===== config.mk =====
export PLATFORM = sky130hd
export DESIGN_NAME = lsu_dbus_ctrl
export DESIGN_NICKNAME = d
export VERILOG_FILES = /design/src/rtl/lsu_dbus_ctrl_pkg.sv /design/src/rtl/lsu_dbus_ctrl_store_align.sv /design/src/rtl/lsu_dbus_ctrl.sv
export SDC_FILE = /design/constraint.sdc
export NUM_CORES = 1
export LEC_CHECK = 0
export CAP_MARGIN = 20
export CORE_MARGIN = 1.5
export CORE_UTILIZATION = 30
export DETAILED_ROUTE_END_ITERATION = 8
export PLACE_DENSITY = 0.69
export SLEW_MARGIN = 20
export SYNTH_ARGS = -nofsm -noshare
export SYNTH_HDL_FRONTEND = slang
export SYNTH_SLANG_ARGS = --single-unit

===== constraint.sdc =====
create_clock -name clk -period 2.1 [get_ports clk]
set_input_delay 0.42 -clock clk [delete_from_list [all_inputs] [get_ports clk]]
set_output_delay 0.42 -clock clk [all_outputs]
set_load 0.01 [all_outputs]

===== src/rtl/lsu_dbus_ctrl_pkg.sv =====
// Shared types and constants for the LSU data-bus request path.
// Contents: FSM state type, store/load size mask encodings, exception
// cause codes and the alignment-check helper used at issue time.
package lsu_dbus_ctrl_pkg;

  typedef enum logic [2:0] {
    LSU_IDLE  = 3'd0,
    LSU_REQ   = 3'd1,
    LSU_RSP   = 3'd2,
    LSU_DONE  = 3'd3,
    LSU_DRAIN = 3'd4
  } lsu_state_e;

  localparam logic [3:0] MASK_B = 4'b0001;
  localparam logic [3:0] MASK_H = 4'b0011;
  localparam logic [3:0] MASK_W = 4'b1111;

  typedef enum logic [1:0] {
    CAUSE_NONE        = 2'b00,
    CAUSE_LD_MISALIGN = 2'b01,
    CAUSE_ST_MISALIGN = 2'b10,
    CAUSE_TIMEOUT     = 2'b11
  } lsu_cause_e;

  // Half needs addr[0]=0, word needs addr[1:0]=0; bytes are always aligned.
  function automatic logic is_misaligned(input logic [3:0] size, input logic [1:0] lo);
    return ((size == MASK_H) && lo[0]) || ((size == MASK_W) && (lo != 2'b00));
  endfunction

endpackage


===== src/rtl/lsu_dbus_ctrl_store_align.sv =====
// Store lane alignment: builds the byte write mask and lane-replicated
// write data from the address low bits and store size.
// Ports:
//   i_addr_lo  address bits [1:0]
//   i_s_mask   store size (0001 byte, 0011 half, 1111 word)
//   i_data     raw rs2 store data
//   o_wmask    byte enables
//   o_wdata    replicated store data
module lsu_dbus_ctrl_store_align
  import lsu_dbus_ctrl_pkg::*;
#(
  parameter int unsigned XLEN = 32
) (
  input  logic [1:0]      i_addr_lo,
  input  logic [3:0]      i_s_mask,
  input  logic [XLEN-1:0] i_data,
  output logic [3:0]      o_wmask,
  output logic [XLEN-1:0] o_wdata
);

  always_comb begin
    o_wmask = '0;
    o_wdata = '0;
    case (i_s_mask)
      MASK_B: begin
        o_wmask = MASK_B << i_addr_lo;
        o_wdata = {(XLEN/8){i_data[7:0]}};
      end
      MASK_H: begin
        o_wmask = MASK_H << i_addr_lo;
        o_wdata = {(XLEN/16){i_data[15:0]}};
      end
      MASK_W: begin
        o_wmask = MASK_W;
        o_wdata = i_data;
      end
      default: begin
        o_wmask = '0;
        o_wdata = '0;
      end
    endcase
  end

endmodule


===== src/rtl/lsu_dbus_ctrl.sv =====
// LSU data-bus request controller between EX and MEM.
// Accepts one load/store from EX, checks alignment, issues a single
// outstanding valid/ready bus request, stalls the pipeline until the
// response (or a timeout) and hands the raw load word to MEM.
// Ports:
//   clk, rst_n            clock, synchronous active-low reset
//   ex_*                  operation from EX (valid, type, address, data, masks)
//   flush                 exception/interrupt flush
//   lsu_stall             hold IF/ID/EX
//   mem_*_o               captured load result/metadata for MEM
//   lsu_exp_flag/cause    misalignment (same cycle) or bus timeout (in DONE)
//   dbus_req_*/dbus_rsp_* data bus request and response channels
module lsu_dbus_ctrl
  import lsu_dbus_ctrl_pkg::*;
#(
  parameter int unsigned XLEN           = 32,
  parameter int unsigned TIMEOUT_CYCLES = 255
) (
  input  logic            clk,
  input  logic            rst_n,
  input  logic            ex_valid,
  input  logic            ex_is_load,
  input  logic            ex_is_store,
  input  logic [XLEN-1:0] ex_addr,
  input  logic [XLEN-1:0] ex_store_data,
  input  logic [3:0]      ex_s_mask,
  input  logic [4:0]      ex_l_mask,
  input  logic            flush,
  output logic            lsu_stall,
  output logic [XLEN-1:0] mem_load_data_o,
  output logic [1:0]      mem_ls_addr_2low_o,
  output logic [4:0]      mem_l_mask_o,
  output logic            mem_is_load_o,
  output logic            lsu_exp_flag,
  output logic [1:0]      lsu_exp_cause,
  output logic            dbus_req_valid,
  input  logic            dbus_req_ready,
  output logic [XLEN-1:0] dbus_req_addr,
  output logic            dbus_req_we,
  output logic [3:0]      dbus_req_wmask,
  output logic [XLEN-1:0] dbus_req_wdata,
  input  logic            dbus_rsp_valid,
  input  logic [XLEN-1:0] dbus_rsp_rdata
);

  localparam int unsigned CW = $clog2(TIMEOUT_CYCLES + 1);
  localparam logic [CW-1:0] CNT_LAST = CW'(TIMEOUT_CYCLES - 1);

  lsu_state_e      r_state;
  logic [CW-1:0]   r_cnt;
  logic            r_timeout;
  logic [XLEN-1:0] r_req_addr;
  logic            r_we;
  logic [3:0]      r_wmask;
  logic [XLEN-1:0] r_wdata;
  logic [4:0]      r_l_mask;
  logic [1:0]      r_addr_lo;
  logic            r_is_load;
  logic [XLEN-1:0] r_load_data;

  logic            w_ls_op;
  logic [3:0]      w_size;
  logic            w_misalign;
  logic            w_exp_mis;
  logic            w_accept;
  logic            w_done_to;
  logic [3:0]      w_wmask;
  logic [XLEN-1:0] w_wdata;
  lsu_cause_e      w_cause;

  assign w_ls_op    = ex_valid & (ex_is_load | ex_is_store);
  assign w_size     = ex_is_store ? ex_s_mask : ex_l_mask[3:0];
  assign w_misalign = is_misaligned(w_size, ex_addr[1:0]);
  assign w_exp_mis  = (r_state == LSU_IDLE) & w_ls_op & ~flush & w_misalign;
  assign w_accept   = (r_state == LSU_IDLE) & w_ls_op & ~flush & ~w_misalign;
  assign w_done_to  = (r_state == LSU_DONE) & r_timeout;

  lsu_dbus_ctrl_store_align #(.XLEN(XLEN)) u_store_align (
    .i_addr_lo (ex_addr[1:0]),
    .i_s_mask  (ex_s_mask),
    .i_data    (ex_store_data),
    .o_wmask   (w_wmask),
    .o_wdata   (w_wdata)
  );

  always_ff @(posedge clk) begin
    if (!rst_n) begin
      r_state     <= LSU_IDLE;
      r_cnt       <= '0;
      r_timeout   <= 1'b0;
      r_req_addr  <= '0;
      r_we        <= 1'b0;
      r_wmask     <= '0;
      r_wdata     <= '0;
      r_l_mask    <= '0;
      r_addr_lo   <= '0;
      r_is_load   <= 1'b0;
      r_load_data <= '0;
    end else begin
      case (r_state)
        LSU_IDLE: begin
          if (w_accept) begin
            r_req_addr <= {ex_addr[XLEN-1:2], 2'b00};
            r_we       <= ex_is_store;
            r_wmask    <= ex_is_store ? w_wmask : '0;
            r_wdata    <= ex_is_store ? w_wdata : '0;
            r_l_mask   <= ex_l_mask;
            r_addr_lo  <= ex_addr[1:0];
            r_is_load  <= ex_is_load;
            r_state    <= LSU_REQ;
          end
        end
        LSU_REQ: begin
          // Once the bus takes the request a response is owed, so a
          // coincident flush must drain rather than withdraw.
          if (dbus_req_ready) begin
            r_cnt   <= '0;
            r_state <= flush ? LSU_DRAIN : LSU_RSP;
          end else if (flush) begin
            r_state <= LSU_IDLE;
          end
        end
        LSU_RSP: begin
          if (flush) begin
            // A response arriving with the flush is already consumed:
            // preload the counter so DRAIN exits on its first cycle.
            r_cnt   <= dbus_rsp_valid ? CNT_LAST : '0;
            r_state <= LSU_DRAIN;
          end else if (dbus_rsp_valid) begin
            r_load_data <= dbus_rsp_rdata;
            r_timeout   <= 1'b0;
            r_state     <= LSU_DONE;
          end else begin
            r_cnt <= r_cnt + 1'b1;
            if (r_cnt == CNT_LAST) begin
              r_load_data <= '0;
              r_timeout   <= 1'b1;
              r_state     <= LSU_DONE;
            end
          end
        end
        LSU_DRAIN: begin
          if (dbus_rsp_valid || (r_cnt == CNT_LAST)) begin
            r_state <= LSU_IDLE;
          end else begin
            r_cnt <= r_cnt + 1'b1;
          end
        end
        LSU_DONE: begin
          r_timeout <= 1'b0;
          r_state   <= LSU_IDLE;
        end
        default: r_state <= LSU_IDLE;
      endcase
    end
  end

  always_comb begin
    lsu_stall = 1'b0;
    case (r_state)
      LSU_IDLE:  lsu_stall = w_accept;
      LSU_REQ:   lsu_stall = 1'b1;
      LSU_RSP:   lsu_stall = 1'b1;
      LSU_DRAIN: lsu_stall = w_ls_op;
      default:   lsu_stall = 1'b0;
    endcase
  end

  always_comb begin
    w_cause = CAUSE_NONE;
    if (w_exp_mis) begin
      w_cause = ex_is_store ? CAUSE_ST_MISALIGN : CAUSE_LD_MISALIGN;
    end else if (w_done_to) begin
      w_cause = CAUSE_TIMEOUT;
    end
  end

  assign lsu_exp_flag       = w_exp_mis | w_done_to;
  assign lsu_exp_cause      = w_cause;
  assign dbus_req_valid     = (r_state == LSU_REQ);
  assign dbus_req_addr      = r_req_addr;
  assign dbus_req_we        = r_we;
  assign dbus_req_wmask     = r_wmask;
  assign dbus_req_wdata     = r_wdata;
  assign mem_load_data_o    = r_load_data;
  assign mem_ls_addr_2low_o = r_addr_lo;
  assign mem_l_mask_o       = r_l_mask;
  assign mem_is_load_o      = r_is_load;

endmodule


==> impl_metrics.ini, run 1 <==
[yosys]
synth_edf_count = 0
synthDistinctLibCells = 52
ys_warn_count = 0
syn_avg_cell_area_sq_um = 9.17
syn_area_sq_um = 5240
async_flop_share_pct = 0
yosysSeqAreaShare_pct = 45.5
ys_ff_latch = 119
synthFlopType = dfxtp_1
synthCells = 571

[placed_design]
hpwl_mm = 11.2
io_buffers = 224
globalplace.congestion = 0.804
dpl_worst_slack_ps = -728
placed_cell_area_sq_um = 7950
dpl.cell_count = 1021

[setup_path]
worstSetupEndpointType = output pin
worstPathMaxFanout = 3
crit_arrival_ps = 1630
cp-start-kind = primary input
cp_data_required_time_ps = 1680
path_class = primary input to output pin
timing.rr.start = r_state[1]
startpoint = ex_s_mask[1]

[layout]
syn2layout_area_growth_pct = 64.1
nNetsFinal = 933
final_cells = 1055
drive_gt1_share_pct = 11.4
final_area_sq_um = 8590

[global_route]
grtUsageTotal_pct = 16.8
grt_pass1_vias = 4754
gr-total-overflow = 0
grt_pass1_wl_mm = 24.1
grt_max_degree = 62
antenna_found_initial = 0

[sta]
slew_violations = 0
period_minus_slack_ps = 2050
period_share_pct = 97.6
rsz0062_at_grt = false
tightest_slew_ps = 909
hold_viol = 0
skew_ps = 10.3
finalSetupViolCount = 0
clock.fmax_mhz = 488
fin_ws_ps = 49.9
relSlewSlack_pct = 39.0

[clock_network]
cts_sinks = 119
path_clk_slew_ps = 50
tritoncts = done
ctsHtreeMaxLevel = 4
clk_latency_ps = 410
cts_root_buffer = clkbuf_16
clockBufferDepth = 2
cts-buffers-inserted = 17
hold_buffers = 0

[detailed_routing]
ant_nets = 0
drc = 0
drt_iter0_markers = 178
wl_met2_mm = 6.80
dr.pass1.iters = 8
wirelength_mm = 15.4
met3WireLength_mm = 1.22
drt-met1-wl_mm = 7.14
avgRoutedWirePerCell_microns = 14.6
top_layer = met4
num_vias = 5033
avgViaCountPerCell = 4.77

[min_path]
hp-class = primary input to flop
min-delay-start = rst_n

[floorplan]
fp.dieW_microns = 135
fp.coreArea_sq_um = 17200
start_util_pct = 30.5
fp-row-count = 48
io_pins = 227
die_h_microns = 135
die_area_sq_um = 18300

[pwr]
ir_drop_v = 0.000528
leakagePower_uw = 0.00339
p_per_area_nw_per_um2 = 692

[job]
drv_cap = 0

[run_status]
status = completed
critical path, cell delays in order:
cell and delay [ps]:
dlygate4sd2_1 250, buf_4 130, and4_1 190, a32o_2 250
buf_6 130, nor2_2 60, o21ai_1 50, buf_2 150
where the power goes:
group	total [uW]	internal (uW)	leakage, uW	switching, uW
sequential	2330	2310	0.000962	21.9
combinational	716	414	0.00213	302
clock	2910	1900	0.000291	1000
routing by layer:
metal  up-vias  GRT usage, %
li1       2518             -
met1      2311          21.6
met2       184          25.7
met3        20          5.93
met4         0          6.51
met5         -             0
kinds of logic (layout without fill, tap and decap cells):
group | count (synthesis) | count (layout) | share of synthesized area [%]
AO/OA/AOI/OAI | 101 | 101 | 15.2
XOR/XNOR | 3 | 3 | 0.502
adder cells (fa/ha/maj) | 2 | 2 | 0.478
buffers and inverters | 54 | 310 | 4.61
flip-flops | 119 | 119 | 45.5
multiplexers | 84 | 84 | 16.1
other | 1 | 4 | 0.0716
AND/OR/NAND/NOR | 207 | 207 | 17.6
flip-flops by register name (all words and copies together) (netlist names):
signal	cells
dbus_req_wdata	32
mem_load_data_o	32
dbus_req_addr	30
r_cnt	8
mem_l_mask_o	5
dbus_req_wmask	4
r_state	3
mem_ls_addr_2low_o	2
dbus_req_we	1
mem_is_load_o	1
r_timeout	1
metrics by stage:
stage	power, uW	setup TNS (ps)	utilization (%)	hold WS (ps)
4_1_cts	6020	0	49.8	338
3_3_place_gp	3080	-38200	46.3	441
6_report	5950	0	50.0	351
5_1_grt	6200	0	50.0	358
2_1_floorplan	2660	0	-	444
3_5_place_dp	3090	-40150	46.3	449
cell usage in the layout (no fill, tap or decap), drive strengths merged, types with 3 or more instances in the layout:
master           n
clkdlybuf4s50  205
nand2          150
dfxtp          119
mux2i           84
buf             51
a22o            32
clkbuf          20
o21ai           13
inv             11
o221ai          11
nor2            11
o2bb2ai          9
a32o             9
a22oi            8
dlygate4sd2      8
a21oi            7
nor3             7
clkinv           6
nand3            5
nor2b            5
clkdlybuf4s15    5
nand2b           4
and3             4
and4             3
nor3b            3
bufinv           3
a21boi           3
cells in the mapped netlist (2+ instances only):
cell / number / area share [%]
nand2b_1: 4 / 0.48
buf_6: 3 / 0.65
buf_2: 4 / 0.38
and3_1: 4 / 0.48
nor2_1: 11 / 0.79
a22o_1: 32 / 5.4
a32o_1: 9 / 1.7
o21ai_0: 12 / 1.1
mux2i_1: 84 / 16
nor3_2: 2 / 0.38
nand3b_1: 2 / 0.29
a21oi_1: 7 / 0.67
a22oi_1: 8 / 1.1
inv_1: 11 / 0.79
o22ai_1: 2 / 0.24
o2bb2ai_1: 9 / 1.5
nand4_1: 2 / 0.24
o2111ai_1: 2 / 0.33
buf_4: 3 / 0.43
nor3_1: 5 / 0.48
dfxtp_1: 119 / 45
nand3_1: 5 / 0.48
nor3b_1: 3 / 0.43
clkbuf_1: 32 / 2.3
and4_1: 3 / 0.50
o221ai_1: 11 / 1.8
nor2b_1: 5 / 0.60
nand2_1: 150 / 11
xor2_1: 2 / 0.33
ha_1: 2 / 0.48
a21boi_0: 2 / 0.29
path summary, 6_finish.rpt:
check	end	slack (ps)	cells past startpoint
setup / recovery	lsu_exp_flag	50	8
hold / removal	r_cnt[0]	350	3
setup reg to reg	r_cnt[3]	250	6
hold reg to reg	dbus_req_wdata[30]	450	2
final cells by class:
cell class | instances | area, sq um
multi-input cells | 399 | 2670
diodes | 2 | 5.00
repair buffers | 270 | 2630
inverters | 11 | 41.3
well taps | 225 | 282
clock inverters | 9 | 128
fillers | 1663 | 8580
clock buffers | 20 | 457
flip-flops and latches | 119 | 2380
timing repair:
item | 4_1_cts | 5_1_grt
endpoints found under the setup margin | 80 | 4
resized for setup | 41 | 11
pin swaps | 8 | 3
setup buffers | 3 | 0
Power figures use the tool's default switching activity.
==> inputs of run 2 (changes only) <==
--- a/config.mk
+++ b/config.mk
@@ -9,4 +9,5 @@
 export CORE_MARGIN = 1.5
 export CORE_UTILIZATION = 30
+export CTS_CLUSTER_DIAMETER = 120
 export DETAILED_ROUTE_END_ITERATION = 8
 export PLACE_DENSITY = 0.69
==> constraint.sdc (replaced) <==
create_clock -name clk -period 2.1 [get_ports clk]
set_input_delay 0.315 -clock clk [delete_from_list [all_inputs] [get_ports clk]]
set_output_delay 0.315 -clock clk [all_outputs]
set_load 0.01 [all_outputs]
==> run 2 against run 1 <==
Compared with the run above: cell count is 0.47% lower; combinational power shrank 3%; maximum frequency rose by 2.0%; register-to-register slack barely moved; critical path type is now flop to output pin; utilization fell by 0.75 points; power fell by 3.9%.
==> impl_metrics.ini, run 2 (synthesis gave the netlist of run 1 again) <==
[pwr]
p_per_area_nw_per_um2 = 676
leakagePower_uw = 0.00333
switching_power_uw = 1320
p_sw_share_pct = 23.1
p_seq_share_pct = 40.7
ir_drop_v = 0.000527
pwr-share-comb_pct = 12.2
p_int_uw = 4400
clockPowerShare_pct = 47.1

[detailed_routing]
avgRoutedWirePerCell_microns = 14.6
drc = 0
wirelength_mm = 15.3
avgViaCountPerCell = 4.69
ant_nets = 0
drt_iter0_markers = 194
dr.pass1.iters = 4
num_vias = 4924

[setup_path]
timing.rr.start = r_state[1]
cp-start-kind = flop
reg2reg_to = r_cnt[7]
crit_arrival_ps = 1700
worstPathMaxFanout = 8
cp_data_required_time_ps = 1780
path_class = flop to output pin
worstSetupEndpointType = output pin
reg2regPathDepth = 6
path_cells = buf_4 > nand2b_1 > nor2_1 > clkdlybuf4s50_1
crit_slowest_cell = clkdlybuf4s50_1
reg2reg_setup_slack_ps = 250
cp_slowest_stage_delay_ps = 570

[layout]
drive_gt1_share_pct = 9.96
fin_util_pct = 49.3
final_area_sq_um = 8460
layout_common_cells = clkdlybuf4s50_1 (208), nand2_1 (150), dfxtp_1 (119)
nNetsFinal = 927
syn2layout_area_growth_pct = 61.6
final_common_cell = clkdlybuf4s50_1

[clock_network]
cts_sinks = 119
clockBufferDepth = 2
tritoncts = done
postCtsSetupRepairBufs = 0
clk_latency_ps = 410
path_clk_slew_ps = 50
cts-buffers-inserted = 17
ctsHtreeMaxLevel = 4
cts_root_buffer = clkbuf_16
hold_buffers = 0

[global_route]
grt_max_degree = 43
gr-total-overflow = 0
grt_pass1_wl_mm = 23.8
grtUsageTotal_pct = 16.6
antenna_found_initial = 0
grt_pass1_vias = 4670

[floorplan]
io_pins = 227
die_h_microns = 135
die_area_sq_um = 18300
fp-row-count = 48
start_util_pct = 30.5
fp.coreArea_sq_um = 17200
fp.dieW_microns = 135

[min_path]
min-delay-start = ex_l_mask[1]
hold_depth = 3
hp-class = primary input to flop
hold_end = mem_l_mask_o[1]

[placed_design]
io_buffers = 224
dpl_worst_slack_ps = -487
globalplace.congestion = 0.788
hpwl_mm = 11.1
placed_cell_area_sq_um = 7910

[run_status]
status = completed

[sta]
relSlewSlack_pct = 41.7
hold_viol = 0
period_share_pct = 95.7
clock.fmax_mhz = 497
fin_ws_ps = 89.5
skew_ps = 7.28
setup_tns_ps = 0
holdWs_ps = 245
slew_violations = 0
tightest_slew_ps = 867
finalSetupViolCount = 0
period_minus_slack_ps = 2010
rsz0062_at_grt = false

[job]
drv_cap = 0
==> run 2: cell count changes in the layout (fill, tap and decap cells not counted), moves of 2 or more <==
| cell | previous run | this run |
|---|---|---|
| clkinv_4 | 2 | 0 |
| bufinv_16 | 3 | 1 |
| buf_6 | 4 | 0 |
| buf_4 | 41 | 38 |
| clkdlybuf4s15_1 | 4 | 2 |
| clkinvlp_4 | 0 | 3 |
| dlymetal6s2s_1 | 1 | 4 |
| clkdlybuf4s50_1 | 205 | 208 |
==> run 2: how the worst max path moves through the flow <==
stage	from	depth (start not counted)	slack (ps)	end
2_1_floorplan	ex_s_mask[2]	5	180	lsu_stall
3_3_place_gp	ex_s_mask[3]	6	-480	lsu_stall
3_5_place_dp	ex_s_mask[3]	6	-490	lsu_stall
4_1_cts	ex_s_mask[0]	6	-20	lsu_stall
5_1_grt	r_state[2]	6	8	lsu_exp_cause[1]
6_report	r_state[1]	4	90	dbus_req_valid
==> run 2: power groups by stage <==
stage	clock network, uW	registers (uW)	logic [uW]
2_1_floorplan	0	2390	266
3_3_place_gp	0	2370	702
3_5_place_dp	0	2380	705
4_1_cts	2780	2330	702
5_1_grt	2890	2330	750
6_report	2690	2330	698
==> run 2: layout make-up <==
type / instances / area [sq um]
inverter: 11 / 41.3
antenna: 2 / 5.00
fill: 1647 / 8710
multi-input combinational: 399 / 2640
clock inverter: 9 / 77.6
sequential: 119 / 2380
clock buffer: 21 / 470
timing repair buffer: 264 / 2570
tap: 225 / 282
==> run 2: what timing repair did <==
action,in CTS,in global routing
gates cloned,0,0
pin swaps,2,1
resized for setup,19,8
endpoints found under the setup margin,4,3
endpoints found under the hold margin,0,0
==> run 2: through the flow <==
step	total power (uW)	instances
2_1_floorplan	2660	572
3_3_place_gp	3080	1018
3_5_place_dp	3080	1018
4_1_cts	5810	1048
5_1_grt	5970	1048
6_report	5720	1050
==> run 2: layer usage <==
metal	wire [microns]	vias up	global-route usage, %
li1	-	2503	-
met4	176	0	5.85
met2	6740	182	25.0
met5	0	-	0
met1	7330	2229	22.0
met3	1100	10	5.86
==> run 2: critical path: cells and delay by family (launching register included) <==
family / cells / cell delay (ps)
buffers and inverters: 2 / 730
flip-flops: 1 / 320
AND/OR/NAND/NOR: 2 / 240
